==> config.mk <==
export PLATFORM = sky130hd
export DESIGN_NAME = matrix_write_arbiter
export DESIGN_NICKNAME = d
export VERILOG_FILES = /design/src/rtl/matrix_write_arbiter.sv
export SDC_FILE = /design/constraint.sdc
export NUM_CORES = 1
export LEC_CHECK = 0
export ABC_CLOCK_PERIOD_IN_PS = 3900
export CAP_MARGIN = 30
export CORE_MARGIN = 2
export CORE_UTILIZATION = 43
export DETAILED_ROUTE_END_ITERATION = 6
export GPL_TIMING_DRIVEN = 0
export PLACE_DENSITY = 0.83
export SETUP_SLACK_MARGIN = 0.3
export SLEW_MARGIN = 20
export SYNTH_ARGS = -nofsm -noshare
export SYNTH_HDL_FRONTEND = slang
export SYNTH_HIERARCHICAL = 1
export SYNTH_SLANG_ARGS = --single-unit
==> constraint.sdc <==
create_clock -name inter_refclk -period 3.9 [get_ports inter_refclk]
set_clock_uncertainty 0.15 [all_clocks]
set_input_delay 0.78 -clock inter_refclk [delete_from_list [all_inputs] [get_ports inter_refclk]]
set_output_delay 0.78 -clock inter_refclk [all_outputs]
set_load 0.02 [all_outputs]
==> src/rtl/matrix_write_arbiter.sv <==
// matrix_write_arbiter
//   Round-robin arbiter that serialises NUM_LANES result producers onto the
//   matrix compiler's single element write port. It counts one
//   MAX_SIZE_A x MAX_SIZE_B frame, waits for load_complete, and then holds
//   every lane off until the compiler reports idle again.
//   Optional macro DUP_DETECT_EN: per-address tracker that drops repeated
//   writes within a frame and pulses dup_err.

module matrix_write_arbiter_lane #(
  parameter int PW  = 2,
  parameter int IDX = 0
) (
  input  logic          valid,
  input  logic [PW-1:0] ptr,
  output logic          hi_req
);
  // A lane at or above the pointer beats any lane that wrapped around below it
  assign hi_req = valid && (PW'(IDX) >= ptr);
endmodule

module matrix_write_arbiter #(
  parameter int  NUM_LANES        = 4,
  parameter int  MAX_ELEMENT_SIZE = 8,
  parameter int  MAX_SIZE_A       = 32,
  parameter int  MAX_SIZE_B       = 32,
  parameter int  LC_TIMEOUT       = 64,
  localparam int W  = MAX_ELEMENT_SIZE,
  localparam int AW = $clog2(MAX_SIZE_A),
  localparam int BW = $clog2(MAX_SIZE_B),
  localparam int CW = $clog2(MAX_SIZE_A*MAX_SIZE_B)+1
) (
  input  logic                    inter_refclk,
  input  logic                    rst,
  input  logic [NUM_LANES-1:0]    lane_valid,
  output logic [NUM_LANES-1:0]    lane_ready,
  input  logic [NUM_LANES*AW-1:0] lane_row,
  input  logic [NUM_LANES*BW-1:0] lane_col,
  input  logic [NUM_LANES*W-1:0]  lane_data,
  output logic                    valid_data_in,
  output logic [AW-1:0]           row_addr,
  output logic [BW-1:0]           col_addr,
  output logic [W-1:0]            matrix_element,
  input  logic                    load_complete,
  input  logic                    compiler_idle,
  output logic                    busy,
  output logic                    frame_done,
  output logic                    lc_timeout_err,
`ifdef DUP_DETECT_EN
  output logic                    dup_err,
`endif
  output logic [CW-1:0]           elem_count
);
  localparam int FRAME = MAX_SIZE_A*MAX_SIZE_B;
  localparam int PW    = (NUM_LANES > 1) ? $clog2(NUM_LANES) : 1;
  localparam int TW    = $clog2(LC_TIMEOUT+1);

  typedef enum logic [1:0] {S_IDLE, S_LOAD, S_WAIT_LC, S_HOLD} state_t;

  state_t        state_q, state_d;
  logic [PW-1:0] ptr_q, ptr_d;
  logic [CW-1:0] cnt_q, cnt_d;
  logic [TW-1:0] wait_q, wait_d;
  logic          fd_q, fd_d, to_q, to_d;
  logic          vld_q, vld_d;
  logic [AW-1:0] row_q, row_d;
  logic [BW-1:0] col_q, col_d;
  logic [W-1:0]  data_q, data_d;

  logic [NUM_LANES-1:0] hi_req;
  logic                 gnt_found;
  logic [PW-1:0]        gnt_idx;
  logic                 accept, fwd;
  logic [AW-1:0]        sel_row;
  logic [BW-1:0]        sel_col;
  logic [W-1:0]         sel_data;

  for (genvar i = 0; i < NUM_LANES; i++) begin : g_lane
    matrix_write_arbiter_lane #(.PW(PW), .IDX(i)) u_lane (
      .valid  (lane_valid[i]),
      .ptr    (ptr_q),
      .hi_req (hi_req[i])
    );
  end

  // Circular first-set search: lowest lane at/above the pointer, else lowest overall
  always_comb begin
    gnt_found = 1'b0;
    gnt_idx   = '0;
    for (int i = NUM_LANES-1; i >= 0; i--)
      if (hi_req[i]) begin gnt_found = 1'b1; gnt_idx = PW'(i); end
    if (!(|hi_req))
      for (int i = NUM_LANES-1; i >= 0; i--)
        if (lane_valid[i]) begin gnt_found = 1'b1; gnt_idx = PW'(i); end
  end

  assign accept = (state_q == S_LOAD) && gnt_found;

  // Grant one-hot and the granted lane's beat
  always_comb begin
    lane_ready = '0;
    sel_row    = '0;
    sel_col    = '0;
    sel_data   = '0;
    for (int i = 0; i < NUM_LANES; i++) begin
      if (gnt_idx == PW'(i)) begin
        lane_ready[i] = accept;
        sel_row       = lane_row[i*AW +: AW];
        sel_col       = lane_col[i*BW +: BW];
        sel_data      = lane_data[i*W +: W];
      end
    end
  end

`ifdef DUP_DETECT_EN
  localparam int IW = $clog2(FRAME);
  logic [FRAME-1:0] seen_q, seen_d;
  logic [31:0]      addr_full;
  logic             in_range, is_dup, dup_q, dup_d;

  assign addr_full = 32'(sel_row) * MAX_SIZE_B + 32'(sel_col);
  assign in_range  = addr_full < FRAME;
  assign is_dup    = in_range && seen_q[addr_full[IW-1:0]];
  assign fwd       = accept && !is_dup;
  assign dup_d     = accept && is_dup;
  assign dup_err   = dup_q;

  // Address tracker: mark forwarded writes, wipe while idle between frames
  always_comb begin
    seen_d = seen_q;
    if (state_q == S_IDLE)   seen_d = '0;
    else if (fwd && in_range) seen_d[addr_full[IW-1:0]] = 1'b1;
  end

  // Tracker and dup pulse registers
  always_ff @(posedge inter_refclk) begin
    if (rst) begin
      seen_q <= '0;
      dup_q  <= 1'b0;
    end else begin
      seen_q <= seen_d;
      dup_q  <= dup_d;
    end
  end
`else
  assign fwd = accept;
`endif

  // Frame sequencer: next state, pointer, beat/timeout counters and pulses
  always_comb begin
    state_d = state_q;
    ptr_d   = ptr_q;
    cnt_d   = cnt_q;
    wait_d  = wait_q;
    fd_d    = 1'b0;
    to_d    = 1'b0;
    case (state_q)
      S_IDLE: if (|lane_valid) state_d = S_LOAD;
      S_LOAD: begin
        if (accept)
          ptr_d = (gnt_idx == PW'(NUM_LANES-1)) ? '0 : gnt_idx + PW'(1);
        if (fwd) begin
          cnt_d = cnt_q + CW'(1);
          if (cnt_q == CW'(FRAME-1)) begin
            wait_d = '0;
            // a load_complete coincident with the last beat counts
            if (load_complete) begin state_d = S_HOLD; fd_d = 1'b1; end
            else               state_d = S_WAIT_LC;
          end
        end
      end
      S_WAIT_LC: begin
        if (load_complete) begin
          state_d = S_HOLD;
          fd_d    = 1'b1;
        end else if (wait_q == TW'(LC_TIMEOUT-1)) begin
          state_d = S_IDLE;
          to_d    = 1'b1;
          cnt_d   = '0;
        end else begin
          wait_d  = wait_q + TW'(1);
        end
      end
      S_HOLD: if (compiler_idle) begin state_d = S_IDLE; cnt_d = '0; end
      default: state_d = S_IDLE;
    endcase
  end

  // Write port: strobe follows each forwarded accept, address/data hold otherwise
  always_comb begin
    vld_d  = fwd;
    row_d  = fwd ? sel_row  : row_q;
    col_d  = fwd ? sel_col  : col_q;
    data_d = fwd ? sel_data : data_q;
  end

  // State and output registers, synchronous reset
  always_ff @(posedge inter_refclk) begin
    if (rst) begin
      state_q <= S_IDLE;
      ptr_q   <= '0;
      cnt_q   <= '0;
      wait_q  <= '0;
      fd_q    <= 1'b0;
      to_q    <= 1'b0;
      vld_q   <= 1'b0;
      row_q   <= '0;
      col_q   <= '0;
      data_q  <= '0;
    end else begin
      state_q <= state_d;
      ptr_q   <= ptr_d;
      cnt_q   <= cnt_d;
      wait_q  <= wait_d;
      fd_q    <= fd_d;
      to_q    <= to_d;
      vld_q   <= vld_d;
      row_q   <= row_d;
      col_q   <= col_d;
      data_q  <= data_d;
    end
  end

  assign valid_data_in  = vld_q;
  assign row_addr       = row_q;
  assign col_addr       = col_q;
  assign matrix_element = data_q;
  assign busy           = (state_q != S_IDLE);
  assign frame_done     = fd_q;
  assign lc_timeout_err = to_q;
  assign elem_count     = cnt_q;
endmodule

==> summary.md, run 1 <==
| Metric | Value |
|---|---|
| Post-synthesis mux area share | less than 1% |
| Post-synth cell types | 41 |
| Layout Nets | between 500 and 600 |
| Synth Area in Simple Gates | 29.34% |
| Worst VDD drop | roughly 0.58 mV |
| Rel. slew slack | 57.17% |
| Post-synthesis average cell area | between 7 and 8 um^2 |
| Total CTS buffers | 5 |
| Hold Violations, Final | 0 |
| Synth Register Bits | between 40 and 50 |
| Rows | 28 |
| WS Path Type | in2out |
| Hold path cells | 1 |
| Crit-path cells | clkdlybuf4s15_1, nor3b_4, buf_4, nor4_4, a21boi_4, buf_4, and2_1, clkdlybuf4s15_2 |
| Max Slew Vio Count | 0 |
| Starting Density | between 40% and 50% |
| Tmin final | ~3.5 ns |
| GP Congestion | 0.8992 |
| Synth Instances | ~340 |
| R2R setup slack | 1.20 ns |
| Worst hold path type | reg2reg |
| RSZ-0062 raised after global routing | no |
| Worst Hold Path EP | wait_q[6]$_SDFFE_PP0P_ |
| Number of vias per cell | around 5.6 |
| Die area | between 0.006 and 0.007 mm^2 |
| Worst-margin pin slew | 0.6371 ns |
| CTS tree | done |
| Total Wirelength | 8461 um |
| DRT iter0 DRCs | ~140 |
| Most frequent CP cell | buf_4 |
| Overflow after GRT | 0 |
| Worst r2r src | ptr_q[1]$_SDFFE_PP0P_ |
| Worst EP arrival | ~2.6 ns |
| Gr usage total | about a quarter |
| Number of enable flip-flop cells after synthesis | 0 |
| Post-Syn Nets | approximately 430 |
| Initial antenna violation count | 0 |
| Worst Reg-to-Reg Cells | 11 |
| Largest net degree at the start of global routing | 13 |
| Utilization after layout | between 60% and 70% |
| Post-synthesis compound-gate area fraction | 23.66% |
| Main combinational cell family by area after synthesis | simple AND/OR/NAND/NOR gates |
| Clock transition at the registers of the reported paths | about 0.09 ns |
| Num ports | approximately 120 |
| Most common cell after layout, fill and taps aside | clkdlybuf4s50_1 |
| DR vias | around 3000 |
| MaxCap Viol Count | 0 |
| Crit Path Max Fanout | 10 |
| Min-Delay Startpoint | wait_q[6]$_SDFFE_PP0P_ |
| Area Overhead vs Synth | 55.38% |
| ANT nets after route | 0 |
| Design Power | 2.362 mW |
| Synth area leaders | dfxtp_1 32%, a21oi_1 8.6%, nor2b_1 8.4% |
| IO Port Bufs | around 120 |
| First-pass GRT wire length | around 14000 um |
| Run status | finished, final reports clean |
| WL/cell | 15.50 um |
| Final Setup Violations | 0 |
| Sequential element share of the synthesized area | between 30% and 40% |
| Core area | between 0.005 and 0.006 mm^2 |
| Cell count along the critical path | 8 |
| Final TNS setup | 0 ns |
| TritonRoute pass-1 iters | 4 |
| CTS Sinks | 43 |
| Clk buf depth | 2 |
| Crit path max-delay family | buffers and inverters |
| Ys Warns | 6 |
| Post-synth top flop | dfxtp_1 |
| Clock Tree Root | clkbuf_8 |
| End of the worst register-to-register path | row_addr[2]$_SDFFE_PP0N_ |
| Drt drc | 0 |
| Diode count | 0 |
| Vias in the first global route | approximately 3000 |
| Clock Latency Late Sink | 0.30 ns |
| H-tree levels | 2 |
| Worst path required time | 2.97 ns |
| HPWL after DPL | roughly 6400 um |
| Setup crit end kind | output pin |
| Commonest non-fill, non-tap cells in the layout | 107 x clkdlybuf4s50_1, 45 x a21oi_1, 43 x dfxtp_1 |
| Post-synthesis adder-cell area fraction | between 5 and 6% |
| Area leader, netlist | dfxtp_1 |
| Worst path max stage delay | approximately 0.37 ns |
| Max Freq | about 0.29 GHz |
| Ys async rst share | 0% |
| Ratio of cells with drive above 1 in the final layout | under 10% |
| Chip width | about 83 um |
| Xor/xnor cell area share of the yosys netlist | under 10% |
| Final period utilization | between 80% and 90% |
| WP buf/inv | 4 |
| PwrDens | around 570 mW/mm^2 |
| CP Launch Type | input pin |
| Synth top area share | roughly a third |
| P_leak | 1.615 nW |
| Synthesized cell area | 0.002686 mm^2 |
| Die Y-Extent | between 80 and 90 um |
| Slowest cell on the critical path | nor4_4 |
-- flip-flops by register name, summed over array words and instances, names as in the netlist --
register        flops
elem_count         11
row_addr            5
matrix_element      8
ptr_q               2
col_addr            5
frame_done          1
wait_q              7
lc_timeout_err      1
valid_data_in       1
state_q             2
-- where the power goes --
part / switching, mW / internal (mW) / total [mW]
Clock: 0.158 / 0.162 / 0.320
Combinational: 0.773 / 0.625 / 1.40
Sequential: 0.0907 / 0.552 / 0.643
-- final cells by class --
cell class,instances,area (um^2)
clock buffers,8,100.1
well taps,75,93.84
fillers,487,1817
multi-input cells,260,1733
inverters,10,37.54
plain buffers,28,162.7
repair buffers,122,1186
flip-flops and latches,43,860.8
-- routing by layer --
| metal | vias to the layer above | track usage (%) | share of wire, % |
|---|---|---|---|
| li1 | 1501 | - | - |
| met1 | 1424 | 26.36 | 40 |
| met2 | 98 | 42.89 | 49 |
| met3 | 24 | 8.250 | 7.1 |
| met4 | 0 | 9.389 | 3.1 |
| met5 | - | 0 | 0 |
-- metrics by stage --
stage                     hold slack, ns  instances  area, um^2  setup WS, ns
final                             0.2912        546        4174        0.3994
after global routing              0.3012        546        4174        0.3047
after CTS                         0.2925        543        4156        0.3069
after detailed placement          0.2807        531        3931       -0.8984
after global placement            0.2768        531        3931       -0.8373
after floorplan                   0.2728        341        2686        0.4719
-- Yosys cell counts (all sizes together) (10+ instances only) --
cell type  instances
clkbuf            25
nor3              23
nand3             10
a21oi             46
dfxtp             43
a221oi            18
o21ai             25
inv               10
nor2              18
ha                11
nor2b             37
xor2              11
-- how the worst max path moves through the flow --
stage | startpoint | to | slack [ns]
6_report | lane_valid[0] | lane_ready[2] | 0.40
5_1_grt | lane_valid[0] | lane_ready[2] | 0.30
4_1_cts | lane_valid[2] | lane_ready[2] | 0.31
3_5_place_dp | lane_valid[2] | lane_ready[1] | -0.90
3_3_place_gp | lane_valid[2] | lane_ready[1] | -0.84
2_1_floorplan | lane_valid[2] | lane_ready[1] | 0.47
-- what timing repair did --
action                     4_1_cts  5_1_grt
resized for setup               47       10
hold endpoints to repair         0        0
pin swaps                        2        1
setup endpoints to repair        7        4
setup buffers                    4        3
hold buffers                     0        0
-- kinds of logic after synthesis --
logic type	Yosys count
multiplexers	1
buffers and inverters	38
AO/OA/AOI/OAI	104
adder cells (fa/ha/maj)	11
XOR/XNOR	11
AND/OR/NAND/NOR	133
flip-flops	43
(Power assumes the default switching activity.)
==> run 2: changes to the inputs <==
--- a/config.mk
+++ b/config.mk
@@ -5,13 +5,13 @@
 export SDC_FILE = /design/constraint.sdc
 export NUM_CORES = 1
 export LEC_CHECK = 0
-export ABC_CLOCK_PERIOD_IN_PS = 3900
+export ABC_CLOCK_PERIOD_IN_PS = 4160
 export CAP_MARGIN = 30
 export CORE_MARGIN = 2
-export CORE_UTILIZATION = 43
+export CORE_UTILIZATION = 46
 export DETAILED_ROUTE_END_ITERATION = 6
 export GPL_TIMING_DRIVEN = 0
-export PLACE_DENSITY = 0.83
+export PLACE_DENSITY = 0.87
 export SETUP_SLACK_MARGIN = 0.3
 export SLEW_MARGIN = 20
 export SYNTH_ARGS = -nofsm -noshare
==> constraint.sdc (replaced) <==
create_clock -name inter_refclk -period 4.16 [get_ports inter_refclk]
set_clock_uncertainty 0.15 [all_clocks]
set_input_delay 0.832 -clock inter_refclk [delete_from_list [all_inputs] [get_ports inter_refclk]]
set_output_delay 0.832 -clock inter_refclk [all_outputs]
set_load 0.02 [all_outputs]
==> summary.md, run 2 (synthesis results as in run 1) <==
| Metric | Value |
|---|---|
| IO Port Bufs | roughly 120 |
| Vias in the first global route | between 3000 and 4000 |
| Total Wirelength | 8645 um |
| Cell Area, Placed | between 0.003 and 0.004 mm^2 |
| CTS Sinks | 43 |
| Clock share of power | between 15 and 20% |
| MaxCap Viol Count | 0 |
| Max reg flops | 11 |
| Layout Cells excl Fill | 540 |
| Crit-path cells | dlygate4sd2_1, nand2b_1, a21oi_1, o21bai_1, a21oi_2, inv_2, ha_1, buf_2, buf_4, and2_1, clkdlybuf4s15_2 |
| PwrDens | 549.9 mW/mm^2 |
| Initial antenna violation count | 0 |
| Rel. slew slack | 53.00% |
| Clk buf depth | 2 |
| Sequential Area | 860.8 um^2 |
| NetSw | 0.9659 mW |
| CTS tree | done |
| Overflow after GRT | 0 |
| Worst path max stage delay | 0.29 ns |
| Largest net degree at the start of global routing | 14 |
| Worst EP arrival | 2.79 ns |
| Fraction of power consumed by combinational cells | about 57% |
| Worst path required time | about 3.2 ns |
| Die area | 0.006467 mm^2 |
| Final TNS setup | 0 ns |
| R2R setup slack | ~1.4 ns |
| Switching share of power | 42.07% |
| Area Overhead vs Synth | 55.43% |
| Internal | 1.330 mW |
| Clock Latency Late Sink | approximately 0.3 ns |
| TritonRoute pass-1 iters | 4 |
| Max Slew Vio Count | 0 |
| GP Congestion | between 0.8 and 0.9 |
| Diode count | 0 |
| Ratio of cells with drive above 1 in the final layout | under 10% |
| Core area | between 0.005 and 0.006 mm^2 |
| Crit Path Max Fanout | 10 |
| Rows | 27 |
| Layout Nets | around 560 |
| RSZ-0062 raised after global routing | yes |
| Reg power frac | 26.1% |
| Most common cell after layout, fill and taps aside | clkdlybuf4s50_1 |
| Filler cells | ~440 |
| Clock transition at the registers of the reported paths | approximately 0.080 ns |
| Max Freq | roughly 0.27 GHz |
| Hold Violations, Final | 0 |
| Worst hold path type | reg2reg |
| Area of the multi-input gates | 0.001725 mm^2 |
| Finished Cell Area | 0.004175 mm^2 |
| Total CTS buffers | 5 |
| Clock Tree Root | clkbuf_8 |
| Num ports | 117 |
| DRT iter0 DRCs | ~240 |
| Inst Count DP | ~530 |
| Starting Density | around half |
| Worst-margin pin slew | approximately 0.70 ns |
| H-tree levels | 2 |
| First-pass GRT wire length | approximately 14000 um |
| Final Setup Violations | 0 |
| Drt drc | 0 |
| Run status | finished, final reports clean |
| ANT nets after route | 0 |
| Worst VDD drop | approximately 0.37 mV |
| Commonest non-fill, non-tap cells in the layout | 107 x clkdlybuf4s50_1, 45 x a21oi_1, 43 x dfxtp_1 |
| DR vias | between 3000 and 4000 |
| Chip width | ~80 um |
| WL/cell | about 16 um |
| Slowest cell on the critical path | dlygate4sd2_1 |
| WS Path Type | in2out |
| Number of vias per cell | about 5.7 |
| Crit path max-delay family | buffers and inverters |
| Gr usage total | between 20% and 30% |
| Tmin final | ~3.8 ns |
| Setup crit end kind | output pin |
| P_leak | between 1.5 and 2 nW |
| HPWL after DPL | around 6400 um |
| WP buf/inv | 5 |
| Die Y-Extent | between 80 and 90 um |
| CP Launch Type | input pin |
| Final period utilization | around nine tenths |
==> run 2: changes by cell type in the layout (fill, tap and decap cells not counted) <==
cell / delta
a21boi_2: +1
a21boi_4: -1
buf_4: -4
bufinv_16: +2
clkbuf_2: -1
clkbuf_8: -2
clkdlybuf4s15_1: -2
dlygate4sd2_1: +4
inv_1: -1
inv_2: +1
==> run 2: repair_timing <==
item / 4_1_cts / 5_1_grt
pin swaps: 1 / 2
endpoints found under the setup margin: 4 / 4
hold buffers: 0 / 0
buffers inserted: 3 / 1
resized for setup: 41 / 8
==> run 2: routing by layer <==
layer / vias to the layer above / routed length, um / global-route usage, %
li1: 1482 / - / -
met1: 1468 / 3351 / 29.70
met2: 126 / 4442 / 49.75
met3: 18 / 694 / 8.315
met4: 0 / 156 / 7.797
met5: - / 0 / 0
==> run 2: layout make-up <==
type	count	share of cell area (%)
plain buffers	28	3.836
clock buffers	6	1.738
clock inverters	2	1.438
inverters	10	0.8990
multi-input cells	260	41.32
flip-flops and latches	43	20.62
well taps	72	2.158
repair buffers	119	27.99
==> run 2: per-stage QoR <==
stage	utilization, %	hold slack [ns]	setup WS, ns	power, mW
floorplan	-	0.2728	0.6279	1.358
global placement	70.46	0.2784	-0.6568	1.794
detailed placement	70.46	0.2870	-0.7341	1.826
CTS	74.95	0.2985	0.3438	2.286
global route	74.90	0.3181	0.2592	2.432
finish	74.90	0.2953	0.3902	2.296
==> run 2: final timing paths <==
check | cells past startpoint | to | from
min | 1 | wait_q[6]$_SDFFE_PP0P_ | wait_q[6]$_SDFFE_PP0P_
min reg2reg | 1 | wait_q[6]$_SDFFE_PP0P_ | wait_q[6]$_SDFFE_PP0P_
max reg2reg | 11 | row_addr[1]$_SDFFE_PP0N_ | ptr_q[1]$_SDFFE_PP0P_
max | 11 | lane_ready[2] | lane_valid[2]
==> run 2: power by group through the flow <==
stage / clock (mW) / sequential (mW) / combinational [mW]
detailed placement: 0 / 0.601 / 1.22
finish: 0.386 / 0.600 / 1.31
floorplan: 0 / 0.694 / 0.664
global placement: 0 / 0.596 / 1.20
global route: 0.401 / 0.611 / 1.42
CTS: 0.391 / 0.597 / 1.30
==> run 2: worst register-to-register path, delay by kind of cell (launching register included) <==
kind / cells / cell delay, ns
AOI/OAI and AO/OA: 6 / 1.17
adders and majority gates: 1 / 0.17
buffers and inverters: 2 / 0.48
DFF: 1 / 0.51
and+or+nand+nor: 2 / 0.18
==> run 3: changes to the inputs <==
--- a/config.mk
+++ b/config.mk
@@ -7,7 +7,6 @@
 export LEC_CHECK = 0
 export ABC_CLOCK_PERIOD_IN_PS = 4160
 export CAP_MARGIN = 30
-export CORE_MARGIN = 2
 export CORE_UTILIZATION = 46
 export DETAILED_ROUTE_END_ITERATION = 6
 export GPL_TIMING_DRIVEN = 0
==> summary.md, run 3 (synthesis results as in run 1) <==
| Metric | Value |
|---|---|
| Ratio of cells with drive above 1 in the final layout | under 10% |
| Clock transition at the registers of the reported paths | about 0.08 ns |
| Initial antenna violation count | 0 |
| Utilization after layout | 74.52% |
| Layout Nets | 561 |
| Met3 WL | roughly 640 um |
| WS Path Type | in2out |
| HPWL after DPL | 6303 um |
| Max Freq | approximately 0.27 GHz |
| DRT iter0 DRCs | about 150 |
| Clock Tree Root | clkbuf_8 |
| CTS tree | done |
| Area Overhead vs Synth | 54.63% |
| TritonRoute pass-1 iters | 7 |
| Starting Density | 48.19% |
| Total Wirelength | around 8700 um |
| Gr usage total | ~29% |
| Run status | finished, final reports clean |
| Worst EP arrival | approximately 2.8 ns |
| GP Congestion | about 0.83 |
| Worst path max stage delay | 0.30 ns |
| Met1 wire length | 3395 um |
| Most frequent CP cell | buf_4 |
| Vias in the first global route | approximately 3000 |
| Num ports | 117 |
| Rows | 27 |
| First-pass GRT wire length | roughly 14000 um |
| Total CTS buffers | 5 |
| Most common cell after layout, fill and taps aside | clkdlybuf4s50_1 |
| H-tree levels | 2 |
| Worst path required time | between 3 and 4 ns |
| Core area | 0.005574 mm^2 |
| Max reg flops | 11 |
| Worst hold path type | reg2reg |
| RSZ-0062 raised after global routing | no |
| Layout Cells excl Fill | ~540 |
| Overflow after GRT | 0 |
| Crit-path cells | dlygate4sd2_1, nor3b_4, buf_4, nor2_1, o31a_1, inv_2, ha_1, buf_2, buf_4, and2_1, clkdlybuf4s15_2 |
| Die area | 0.006150 mm^2 |
| P_leak | about 1.6 nW |
| Max Slew Vio Count | 0 |
| Met2 routed WL | 4401 um |
| CTS Sinks | 43 |
| CP Launch Type | input pin |
| Setup crit end kind | output pin |
| Number of vias per cell | between 5 and 6 |
| Slowest cell on the critical path | dlygate4sd2_1 |
| Tmin final | between 3 and 4 ns |
| Highest metal used | met4 |
| Inst Count DP | 528 |
| Diode count | 0 |
| Design Power | between 2 and 2.5 mW |
| Hold Violations, Final | 0 |
| Drt drc | 0 |
| Final TNS setup | 0 ns |
| Hold-fix buffers, CTS | 0 |
| Chip width | a little under 80 um |
| WHS | roughly 0.30 ns |
| MaxCap Viol Count | 0 |
| WL/cell | roughly 16 um |
| ANT nets after route | 0 |
| Worst-margin pin slew | roughly 0.7 ns |
| DR vias | just over 3000 |
| Largest net degree at the start of global routing | 13 |
| Final period utilization | 89.79% |
| Rel. slew slack | a little over half |
| Final Setup Violations | 0 |
| Commonest non-fill, non-tap cells in the layout | 107 x clkdlybuf4s50_1, 45 x a21oi_1, 43 x dfxtp_1 |
| Clk buf depth | 2 |
| IO Port Bufs | ~120 |
| Clock Latency Late Sink | around 0.3 ns |
| Die Y-Extent | roughly 78 um |
| Worst VDD drop | roughly 0.44 mV |
| Crit Path Max Fanout | 10 |
| PwrDens | 530.3 mW/mm^2 |
-- run 3: cell count changes in the layout (fill, tap and decap cells not counted), moves of 2 or more --
cell       previous run  this run
buf_4                 8        13
buf_6                 1         3
bufinv_16             2         0
clkbuf_4              2         0
-- run 3: report_power, final --
group          switching (mW)  internal [mW]  total [mW]
logic                   0.735          0.589        1.32
clock network           0.143          0.130       0.273
registers              0.0877          0.518       0.606
total                   0.966           1.24        2.20
-- run 3: critical path, delay by kind of cell --
family / cells / cell delay, ns
buffers and inverters: 6 / 1.13
AO/OA/AOI/OAI: 1 / 0.21
adder cells (fa/ha/maj): 1 / 0.18
AND/OR/NAND/NOR: 3 / 0.41
-- run 3: repair_timing --
action	in CTS	in global routing
pin swaps	2	1
buffers inserted	6	1
resized for setup	41	16
setup endpoints to repair	4	4
cloned	0	0
-- run 3: through the flow --
stage / setup WS [ns] / area (um^2)
5_1_grt: 0.3194 / 4154
3_3_place_gp: -0.6606 / 3928
4_1_cts: 0.3586 / 4156
3_5_place_dp: -0.6919 / 3928
6_report: 0.4248 / 4154
2_1_floorplan: 0.6279 / 2686
-- run 3: layer usage --
metal  track usage [%]  vias to the layer above
met5                 0                        -
met4             12.22                        0
met3             8.372                       26
met2             52.72                      133
met1             30.71                     1458
li1                  -                     1491
-- run 3: path summary, 6_finish.rpt --
check / startpoint / to / slack (ns) / cells past startpoint
hold reg to reg: wait_q[6]$_SDFFE_PP0P_ / wait_q[6]$_SDFFE_PP0P_ / 0.30 / 1
hold / removal: wait_q[6]$_SDFFE_PP0P_ / wait_q[6]$_SDFFE_PP0P_ / 0.30 / 1
setup reg to reg: ptr_q[1]$_SDFFE_PP0P_ / row_addr[2]$_SDFFE_PP0N_ / 1.30 / 12
setup / recovery: lane_valid[0] / lane_ready[0] / 0.42 / 11
-- run 3: final cells by class --
class / instances / area, um^2
Buffer: 28 / 161.4
Clock buffer: 6 / 82.58
Clock inverter: 1 / 5.005
Fill cell: 431 / 1420
Inverter: 10 / 37.54
Multi-Input combinational cell: 260 / 1733
Sequential cell: 43 / 860.8
Tap cell: 72 / 90.09
Timing Repair Buffer: 122 / 1184
